**src/rtl/mips_pipe_pkg.sv**
```systemverilog
// Shared types and constants for the MIPS pipeline hazard controller.
// A destination tag follows each instruction through the EX, MEM and WB slots.
package mips_pipe_pkg;

    localparam int TAG_ADDR_W = 5;

    // EX operand select encoding
    localparam logic [1:0] FWD_REGFILE = 2'b00;
    localparam logic [1:0] FWD_MEMWB   = 2'b01;
    localparam logic [1:0] FWD_EXMEM   = 2'b10;

    localparam logic [TAG_ADDR_W-1:0] REG_ZERO = 5'd0;
    localparam logic [TAG_ADDR_W-1:0] REG_RA   = 5'd31;

    typedef struct packed {
        logic                  valid;
        logic                  reg_write;
        logic                  mem_read;
        logic [TAG_ADDR_W-1:0] dest;
        logic [TAG_ADDR_W-1:0] rs;
        logic [TAG_ADDR_W-1:0] rt;
    } pipe_tag_t;

    localparam pipe_tag_t TAG_NOP = '{valid: 1'b0, reg_write: 1'b0, mem_read: 1'b0,
                                      dest: 5'd0, rs: 5'd0, rt: 5'd0};

    // A slot produces register r only for a live write to a non-zero register
    function automatic logic tag_writes(input pipe_tag_t tag, input logic [TAG_ADDR_W-1:0] r);
        return tag.valid & tag.reg_write & (tag.dest == r) & (r != REG_ZERO);
    endfunction

endpackage

```
**src/rtl/pipeline_hazard_controller_if.sv**
```systemverilog
// Bundle between the ID/EX datapath and the hazard controller.
// master: the datapath (drives decode info, consumes enables/selects).
// slave: the hazard controller.
interface pipeline_hazard_controller_if #(
    parameter int REG_ADDR_W = 5,
    parameter int CNT_W      = 16
);
    logic                  id_valid;
    logic [REG_ADDR_W-1:0] id_rs;
    logic [REG_ADDR_W-1:0] id_rt;
    logic                  id_uses_rs;
    logic                  id_uses_rt;
    logic                  id_reg_write;
    logic [REG_ADDR_W-1:0] id_dest;
    logic                  id_mem_read;
    logic                  id_jump;
    logic                  id_jr;
    logic                  ex_branch_taken;
    logic                  pc_write;
    logic                  if_id_write;
    logic                  if_id_flush;
    logic                  id_ex_bubble;
    logic [1:0]            forward_a;
    logic [1:0]            forward_b;
    logic [CNT_W-1:0]      stall_count;
    logic [CNT_W-1:0]      flush_count;

    modport master (
        output id_valid, id_rs, id_rt, id_uses_rs, id_uses_rt, id_reg_write,
               id_dest, id_mem_read, id_jump, id_jr, ex_branch_taken,
        input  pc_write, if_id_write, if_id_flush, id_ex_bubble,
               forward_a, forward_b, stall_count, flush_count
    );

    modport slave (
        input  id_valid, id_rs, id_rt, id_uses_rs, id_uses_rt, id_reg_write,
               id_dest, id_mem_read, id_jump, id_jr, ex_branch_taken,
        output pc_write, if_id_write, if_id_flush, id_ex_bubble,
               forward_a, forward_b, stall_count, flush_count
    );

endinterface

```
**src/rtl/hazard_forward_select.sv**
```systemverilog
// Picks the source of one EX operand: the MEM slot result beats the WB
// slot result, and register $0 is never forwarded.
module hazard_forward_select
    import mips_pipe_pkg::*;
(
    input  logic [TAG_ADDR_W-1:0] src_reg,
    input  logic                  mem_wr,
    input  logic [TAG_ADDR_W-1:0] mem_dest,
    input  logic                  wb_wr,
    input  logic [TAG_ADDR_W-1:0] wb_dest,
    output logic [1:0]            sel
);

    logic src_live_s;

    assign src_live_s = (src_reg != REG_ZERO);

    // Priority compare: youngest producer wins
    always_comb begin
        sel = FWD_REGFILE;
        if (src_live_s && mem_wr && (mem_dest == src_reg)) begin
            sel = FWD_EXMEM;
        end else if (src_live_s && wb_wr && (wb_dest == src_reg)) begin
            sel = FWD_MEMWB;
        end else begin
            sel = FWD_REGFILE;
        end
    end

endmodule

```
**src/rtl/pipeline_hazard_controller.sv**
```systemverilog
// Hazard controller for the 5-stage MIPS pipeline: tracks destination tags
// for EX/MEM/WB, raises load-use and jr stalls, flushes IF_ID on taken
// branches and jumps, selects EX forwarding, and counts stall/flush cycles.
module pipeline_hazard_controller
    import mips_pipe_pkg::*;
#(
    parameter int REG_ADDR_W = 5,
    parameter int CNT_W      = 16
) (
    input  logic                          clk,
    input  logic                          reset,
    pipeline_hazard_controller_if.slave   bus
);

    localparam logic [CNT_W-1:0] CNT_ONE = {{(CNT_W-1){1'b0}}, 1'b1};

    pipe_tag_t ex_q, ex_d, mem_q, mem_d, wb_q, wb_d;
    logic [CNT_W-1:0] stall_cnt_q, stall_cnt_d, flush_cnt_q, flush_cnt_d;

    logic [REG_ADDR_W-1:0] id_rs_s, id_rt_s, id_dest_s;
    logic load_use_s, jr_stall_s, stall_s;
    logic pc_write_s, if_id_write_s, flush_s, bubble_s;
    logic unused_tag_bits_s;

    assign id_rs_s   = bus.id_rs;
    assign id_rt_s   = bus.id_rt;
    assign id_dest_s = bus.id_dest;

    // Source fields are only consumed while the instruction sits in EX
    assign unused_tag_bits_s = ^{mem_q.rs, mem_q.rt, wb_q.rs, wb_q.rt, wb_q.mem_read};

    // Hazard detection against the EX and MEM producers
    always_comb begin
        load_use_s = bus.id_valid & ex_q.mem_read &
                     ((bus.id_uses_rs & tag_writes(ex_q, id_rs_s)) |
                      (bus.id_uses_rt & tag_writes(ex_q, id_rt_s)));
        jr_stall_s = bus.id_jr & bus.id_valid &
                     (tag_writes(ex_q, id_rs_s) |
                      (mem_q.mem_read & tag_writes(mem_q, id_rs_s)));
        stall_s    = load_use_s | jr_stall_s;
    end

    // Pipeline control: taken branch > stall > jump/jr > idle
    always_comb begin
        pc_write_s    = 1'b1;
        if_id_write_s = 1'b1;
        flush_s       = 1'b0;
        bubble_s      = 1'b0;
        if (bus.ex_branch_taken) begin
            flush_s  = 1'b1;
            bubble_s = 1'b1;
        end else if (stall_s) begin
            pc_write_s    = 1'b0;
            if_id_write_s = 1'b0;
            bubble_s      = 1'b1;
        end else if (bus.id_jump | bus.id_jr) begin
            flush_s = 1'b1;
        end else begin
            flush_s = 1'b0;
        end
    end

    // Next state of the tag shadow pipeline and the saturating counters
    always_comb begin
        mem_d = ex_q;
        wb_d  = mem_q;
        if (bubble_s) begin
            ex_d = TAG_NOP;
        end else begin
            ex_d.valid     = bus.id_valid;
            ex_d.reg_write = bus.id_reg_write;
            ex_d.mem_read  = bus.id_mem_read;
            ex_d.dest      = id_dest_s;
            ex_d.rs        = id_rs_s;
            ex_d.rt        = id_rt_s;
        end
        stall_cnt_d = stall_cnt_q;
        if (stall_s && !bus.ex_branch_taken && (stall_cnt_q != {CNT_W{1'b1}})) begin
            stall_cnt_d = stall_cnt_q + CNT_ONE;
        end else begin
            stall_cnt_d = stall_cnt_q;
        end
        flush_cnt_d = flush_cnt_q;
        if (flush_s && (flush_cnt_q != {CNT_W{1'b1}})) begin
            flush_cnt_d = flush_cnt_q + CNT_ONE;
        end else begin
            flush_cnt_d = flush_cnt_q;
        end
    end

    // State registers, cleared asynchronously
    always_ff @(posedge clk or posedge reset) begin
        if (reset) begin
            ex_q        <= TAG_NOP;
            mem_q       <= TAG_NOP;
            wb_q        <= TAG_NOP;
            stall_cnt_q <= {CNT_W{1'b0}};
            flush_cnt_q <= {CNT_W{1'b0}};
        end else begin
            ex_q        <= ex_d;
            mem_q       <= mem_d;
            wb_q        <= wb_d;
            stall_cnt_q <= stall_cnt_d;
            flush_cnt_q <= flush_cnt_d;
        end
    end

    hazard_forward_select u_fwd_a (
        .src_reg  (ex_q.rs),
        .mem_wr   (mem_q.valid & mem_q.reg_write),
        .mem_dest (mem_q.dest),
        .wb_wr    (wb_q.valid & wb_q.reg_write),
        .wb_dest  (wb_q.dest),
        .sel      (bus.forward_a)
    );

    hazard_forward_select u_fwd_b (
        .src_reg  (ex_q.rt),
        .mem_wr   (mem_q.valid & mem_q.reg_write),
        .mem_dest (mem_q.dest),
        .wb_wr    (wb_q.valid & wb_q.reg_write),
        .wb_dest  (wb_q.dest),
        .sel      (bus.forward_b)
    );

    assign bus.pc_write     = pc_write_s;
    assign bus.if_id_write  = if_id_write_s;
    assign bus.if_id_flush  = flush_s;
    assign bus.id_ex_bubble = bubble_s;
    assign bus.stall_count  = stall_cnt_q;
    assign bus.flush_count  = flush_cnt_q;

endmodule

```
**src/flat_wrapper.sv**
```systemverilog
// flat-port wrapper written by rule: the top's interface ports become plain ports
module pipeline_hazard_controller_flat import mips_pipe_pkg::*;
#(
    parameter int REG_ADDR_W = 5,
    parameter int CNT_W      = 16
)
  (clk, reset, bus_id_valid, bus_id_rs, bus_id_rt, bus_id_uses_rs, bus_id_uses_rt, bus_id_reg_write, bus_id_dest, bus_id_mem_read, bus_id_jump, bus_id_jr, bus_ex_branch_taken, bus_pc_write, bus_if_id_write, bus_if_id_flush, bus_id_ex_bubble, bus_forward_a, bus_forward_b, bus_stall_count, bus_flush_count);
  pipeline_hazard_controller_if #(.REG_ADDR_W(REG_ADDR_W), .CNT_W(CNT_W)) bus_i ();
  input  logic clk;
  input  logic reset;
  input wire logic [$bits(bus_i.id_valid)-1:0] bus_id_valid;
  input wire logic [$bits(bus_i.id_rs)-1:0] bus_id_rs;
  input wire logic [$bits(bus_i.id_rt)-1:0] bus_id_rt;
  input wire logic [$bits(bus_i.id_uses_rs)-1:0] bus_id_uses_rs;
  input wire logic [$bits(bus_i.id_uses_rt)-1:0] bus_id_uses_rt;
  input wire logic [$bits(bus_i.id_reg_write)-1:0] bus_id_reg_write;
  input wire logic [$bits(bus_i.id_dest)-1:0] bus_id_dest;
  input wire logic [$bits(bus_i.id_mem_read)-1:0] bus_id_mem_read;
  input wire logic [$bits(bus_i.id_jump)-1:0] bus_id_jump;
  input wire logic [$bits(bus_i.id_jr)-1:0] bus_id_jr;
  input wire logic [$bits(bus_i.ex_branch_taken)-1:0] bus_ex_branch_taken;
  output wire logic [$bits(bus_i.pc_write)-1:0] bus_pc_write;
  output wire logic [$bits(bus_i.if_id_write)-1:0] bus_if_id_write;
  output wire logic [$bits(bus_i.if_id_flush)-1:0] bus_if_id_flush;
  output wire logic [$bits(bus_i.id_ex_bubble)-1:0] bus_id_ex_bubble;
  output wire logic [$bits(bus_i.forward_a)-1:0] bus_forward_a;
  output wire logic [$bits(bus_i.forward_b)-1:0] bus_forward_b;
  output wire logic [$bits(bus_i.stall_count)-1:0] bus_stall_count;
  output wire logic [$bits(bus_i.flush_count)-1:0] bus_flush_count;
  assign bus_i.id_valid = bus_id_valid;
  assign bus_i.id_rs = bus_id_rs;
  assign bus_i.id_rt = bus_id_rt;
  assign bus_i.id_uses_rs = bus_id_uses_rs;
  assign bus_i.id_uses_rt = bus_id_uses_rt;
  assign bus_i.id_reg_write = bus_id_reg_write;
  assign bus_i.id_dest = bus_id_dest;
  assign bus_i.id_mem_read = bus_id_mem_read;
  assign bus_i.id_jump = bus_id_jump;
  assign bus_i.id_jr = bus_id_jr;
  assign bus_i.ex_branch_taken = bus_ex_branch_taken;
  assign bus_pc_write = bus_i.pc_write;
  assign bus_if_id_write = bus_i.if_id_write;
  assign bus_if_id_flush = bus_i.if_id_flush;
  assign bus_id_ex_bubble = bus_i.id_ex_bubble;
  assign bus_forward_a = bus_i.forward_a;
  assign bus_forward_b = bus_i.forward_b;
  assign bus_stall_count = bus_i.stall_count;
  assign bus_flush_count = bus_i.flush_count;
  pipeline_hazard_controller #(.REG_ADDR_W(REG_ADDR_W), .CNT_W(CNT_W)) u_core (.clk(clk), .reset(reset), .bus(bus_i));
endmodule
```
**config.mk**
```make
export PLATFORM = sky130hd
export DESIGN_NAME = pipeline_hazard_controller_flat
export DESIGN_NICKNAME = d
export VERILOG_FILES = /design/src/rtl/mips_pipe_pkg.sv /design/src/rtl/pipeline_hazard_controller_if.sv /design/src/rtl/hazard_forward_select.sv /design/src/rtl/pipeline_hazard_controller.sv /design/src/flat_wrapper.sv
export SDC_FILE = /design/constraint.sdc
export NUM_CORES = 1
export LEC_CHECK = 0
export CORE_MARGIN = 5
export CORE_UTILIZATION = 35
export CTS_CLUSTER_SIZE = 24
export DETAILED_ROUTE_END_ITERATION = 7
export GPL_TIMING_DRIVEN = 0
export PLACE_DENSITY_LB_ADDON = 0.1
export REMOVE_ABC_BUFFERS = 1
export SETUP_SLACK_MARGIN = 0.3
export SYNTH_ARGS = -nofsm -noshare
export SYNTH_HDL_FRONTEND = slang
export SYNTH_SLANG_ARGS = --single-unit
```
**constraint.sdc**
```tcl
create_clock -name clk -period 1.9 [get_ports clk]
set_input_delay 0.19 -clock clk [delete_from_list [all_inputs] [get_ports clk]]
set_output_delay 0.19 -clock clk [all_outputs]
set_load 0.05 [all_outputs]
```
======== Word level (Yosys, flattened, before mapping) ========
Index checks and enable logic that the tools add are counted.
storage, ports and cells
  output and inout port bits .............. 40
  register bits after elaboration ......... 65
  bits of input ports ..................... 25
  word-level logic and storage cells ...... 74
operators by class
  muxes and demuxes ....................... 12
  add/sub/neg operators ................... 2
  reductions and logical operators ........ 16
  equal/unequal tests ..................... 9
  bitwise gates (word level) .............. 20
operator list
  cell                                                             count
  5-bit equality test                                              7
  16-bit by 1-bit adder with 16-bit output, second input constant  2
  16-bit != test, second input constant                            2
  5-bit nonzero test                                               4
  18-bit two-way mux                                               1
  1-bit AND                                                        16
  1-bit logical AND                                                11
  1-bit two-way mux                                                9
  2-bit two-way mux                                                2
  1-bit bitwise OR                                                 4
  1-bit zero test                                                  1

======== Longest topological paths before layout ========
  depth in word-level cells ............... 10
  mapped depth ............................ 8
  mapped depth without buffers ............ 7

======== Cells and area by module ========
Synthesis repeated with hierarchy kept, for this count alone.
second synthesis, totals
  cell total of the unflattened synthesis .. 286
  area, all modules ....................... 3,266.9 um^2
by module, submodules not included
  module                      instances  cells an instance  area an instance (um^2)
  pipeline_hazard_controller  1          250                2,989.1
  hazard_forward_select       2          18                 138.9

======== Worst setup path before layout ========
No wires, ideal clock.
  kind .................................... register to output
  start ................................... reg u_core.mem_q[13] in the netlist's numbering
  end ..................................... out bus_forward_a[0]
  arrival time ............................ 2.903 ns
  stages on the path, launching flop included .. 5
  path buffers ............................ 0
  data required time ...................... 1.710 ns
  path slack .............................. -1.193 ns
  cells stage by stage .................... dfrtp_1 > xnor2_1 > nand4_1 > nor4_1 > nor4_1
on the way
  cells in the longest elaborated chain, start to end .. 3
ends and longest elaborated chain
  element                   line                               text
  start: declaration        pipeline_hazard_controller.sv:17   pipe_tag_t ex_q, ex_d, mem_q, mem_d, wb_q, wb_d;
  start signal: assignment  pipeline_hazard_controller.sv:101  mem_q <= mem_d;
  5-bit equality test       hazard_forward_select.sv:21        if (src_live_s && mem_wr && (mem_dest == src_reg)) begin
  1-bit logical AND         hazard_forward_select.sv:21
  2-bit two-way mux         hazard_forward_select.sv:21
  end: declaration          flat_wrapper.sv:26                 output wire logic [$bits(bus_i.forward_a)-1:0] bus_forward_a;
Every way passes these cells.

======== Final worst setup path ========
  start ................................... in bus_id_rs[2]
  end ..................................... out bus_id_ex_bubble
on the way
  cells in the longest elaborated chain, start to end .. 9
  elaborated cells on any way between the ends .. 16
  classes of those cells .................. 2 x eq/ne; 2 x mux; 11 x bitwise; 1 x reduce/logical
ends and longest elaborated chain
  element                                     line                                                                text
  start: declaration                          flat_wrapper.sv:12                                                  input wire logic [$bits(bus_i.id_rs)-1:0] bus_id_rs;
  5-bit equality test                         mips_pipe_pkg.sv:29                                                 return tag.valid & tag.reg_write & (tag.dest == r) & (r != REG_ZERO);
  1-bit AND (2 in a row)                      mips_pipe_pkg.sv:29
  1-bit AND, on equally long branches         pipeline_hazard_controller.sv:35, pipeline_hazard_controller.sv:39
  1-bit bitwise OR, on equally long branches  pipeline_hazard_controller.sv:35, pipeline_hazard_controller.sv:38
  1-bit AND, on equally long branches         pipeline_hazard_controller.sv:34, pipeline_hazard_controller.sv:37
  1-bit bitwise OR (*)                        pipeline_hazard_controller.sv:40                                    stall_s = load_use_s | jr_stall_s;
  1-bit two-way mux (*)                       pipeline_hazard_controller.sv:52                                    end else if (stall_s) begin
  1-bit two-way mux (*)                       pipeline_hazard_controller.sv:49                                    if (bus.ex_branch_taken) begin
  end: declaration                            flat_wrapper.sv:25                                                  output wire logic [$bits(bus_i.id_ex_bubble)-1:0] bus_id_ex_bubble;
Mark *: on every way between the ends. The rest lies on a longest branch, timed or not.

==> results.json <==
{
  "outcome": "finished, violations left",
  "violations": "negative setup slack",
  "worst_hold_slack_ns": 0.244,
  "core_area_um2": 8260,
  "syn2layout_area_growth_pct": 49.9,
  "die_w_um": 102,
  "clock_skew_ns": 0.00819,
  "htree_levels": 3,
  "clk_latency_ns": 0.33,
  "clk_pin_slew_worst_paths_ns": 0.07,
  "rsz0062_at_grt": "true",
  "vias": 2254,
  "setup_viol": 56,
  "fin_crit_sh_pct": 121,
  "routed_wl_um": 7130,
  "yosysWarningCount": 0,
  "num-nets-final": 387,
  "arrival_ns": 2.12,
  "hold_violations": 0,
  "synth_cell_type_count": 34,
  "cts_tree": "built",
  "antenna_found_initial": 0,
  "clk_path_buf_depth": 2,
  "worstSetupStartpoint": "bus_id_rs[2]",
  "viasPerCell": 4.81,
  "relSlewSlack_pct": 60.1,
  "vdd_ir_drop_max_mv": 0.353,
  "postSynthAreaPerCell_um2": 11.7,
  "die_area_um2": 10500,
  "start_util_pct": 36.2,
  "placed_cell_area_um2": 3740,
  "grt_overflow": 0,
  "r2r_cells": 8,
  "p_leak_uw": 0.00206,
  "num_rows": 33,
  "critPathMaxFanout": 4,
  "numCtsBuffers": 9,
  "root_buffer": "clkbuf_8",
  "ios": 65,
  "cts.sinks": 65,
  "drc": 0,
  "dp_cells": 422,
  "finalSetupTns_ns": -12.07,
  "cap_violations": 0,
  "hold_class": "in2async",
  "pre_cts_ws_ns": -1.20,
  "startpoint_type": "input pin",
  "required_ns": 1.71,
  "dieHeight_um": 102,
  "grt_util_all_layers_pct": 14.3,
  "stdcell_count": 469,
  "rr_startpoint": "u_core.ex_q[10]",
  "seq_area_frac_synth_pct": 54.5,
  "syn_inst": 256,
  "clock.fmax_ghz": 0.433,
  "final_layout_size_suffix_gt1_share_pct": 29.1,
  "slew_violations": 0,
  "path_class": "in2out",
  "ys_seq_elements": 65,
  "mostFrequentLayoutCell": "dfrtp_1",
  "design_area_um2": 4480,
  "critPathCaptureType": "output port",
  "drt_pre_antenna_iters": 4,
  "drtIter0Drc": 72,
  "io_buffers": 64,
  "route.antenna.remaining_nets": 0,
  "netlist_area_um2": 2990,
  "hpwl_um": 4870,
  "finalCriticalPeriod_ns": 2.31,
  "wl_per_cell_um": 15.2,
  "fill_cells": 735,
  "cts_hold_buf": 0,
  "diodes": 0,
  "first_global_vias": 2319,
  "gp_congestion": 0.801,
  "setup_slack_ns": -0.408,
  "worst_slew_pin_slew_ns": 0.598,
  "power_density_nw_per_um2": 823,
  "grt_max_degree": 41,
  "grt_first_pass_wirelength_um": 11300,
  "layout_common_cells": "dfrtp_1, xnor2_1, dlygate4sd2_1"
}
==> metrics by stage <==
step / utilization, % / total power, uW
floorplan: - / 2170
global placement: 45.1 / 2470
detailed placement: 45.3 / 2480
CTS: 51.1 / 3650
global route: 54.2 / 3880
finish: 54.2 / 3680
==> area by class of cell <==
type / instances / area [um2] / share of cell area (%)
sequential: 65 / 1630 / 36.4
inverter: 5 / 18.8 / 0.419
clock buffer: 12 / 155 / 3.47
tap: 105 / 131 / 2.94
multi-input combinational: 182 / 1560 / 34.9
timing repair buffer: 97 / 938 / 21.0
clock inverter: 3 / 40.0 / 0.895
==> per-layer routing <==
layer	part of all wire, %	track usage [%]
met1	44	18.3
met2	50	22.2
met3	4.5	4.85
met4	2.1	5.95
met5	0	0
==> worst max-delay path, cell delays in order <==
cell,delay (ns)
clkdlybuf4s50_1,0.52
or4_1,0.60
nor2_4,0.15
a21o_1,0.17
nand2_4,0.10
nor2_4,0.18
inv_2,0.06
buf_8,0.15
==> cells in the mapped netlist, drive strengths merged <==
master / instances / area share, %
nand4: 17 / 3.6
or3: 1 / 0.21
or4: 4 / 1.1
o211ai: 1 / 0.42
and3: 9 / 1.9
nand2: 11 / 1.4
ha: 2 / 0.84
inv: 5 / 0.63
nor3: 5 / 1.2
o21ai: 1 / 0.17
and4: 2 / 0.59
mux2: 4 / 1.5
nor4b: 1 / 0.29
nor2: 10 / 1.5
nand2b: 2 / 0.42
xor2: 14 / 4.1
buf: 3 / 1.0
and4b: 1 / 0.34
a21o: 1 / 0.25
a21oi: 3 / 0.88
a211oi: 1 / 0.42
a31o: 1 / 0.29
dfrtp: 65 / 54
xnor2: 47 / 14
clkbuf: 1 / 0.13
nand3: 17 / 2.8
nor4: 7 / 1.5
and2: 19 / 4.0
nand3b: 1 / 0.25
==> what timing repair did <==
action / 4_1_cts / 5_1_grt
resized for setup: 117 / 40
endpoints found under the setup margin: 90 / 58
pin swaps: 27 / 17
gates cloned: 0 / 1
setup buffers: 27 / 4
==> report_power, final <==
group	total (uW)	internal (uW)	switching, uW
sequential	1650	1500	148
clock	1160	667	497
combinational	868	350	518
total	3680	2520	1160
==> path summary, 6_finish.rpt <==
| kind | to | slack [ns] |
|---|---|---|
| worst max-delay path | bus_id_ex_bubble | -0.41 |
| min in group clk | u_core.mem_q[16] | 0.38 |
| worst min-delay path | u_core.bus.flush_count[1] | 0.24 |
| worst min register to register | u_core.mem_q[16] | 0.38 |
| max in group asynchronous | u_core.mem_q[10] | 1.03 |
| worst max register to register | u_core.bus.stall_count[5] | -0.39 |
==> state kept, by name (all words and copies together), names as in the netlist <==
register                count
u_core.bus.flush_count     16
u_core.bus.stall_count     16
u_core.ex_q                18
u_core.mem_q                8
u_core.wb_q                 7
==> logic make-up after synthesis <==
| group | synth area share (%) |
|---|---|
| AOI/OAI and AO/OA | 2.43 |
| and+or+nand+nor | 21.1 |
| buffers and inverters | 1.76 |
| muxes | 1.51 |
| xor gates and xnor gates | 17.9 |
| adders and majority gates | 0.838 |
| DFF | 54.5 |
Power figures use the tool's default switching activity.
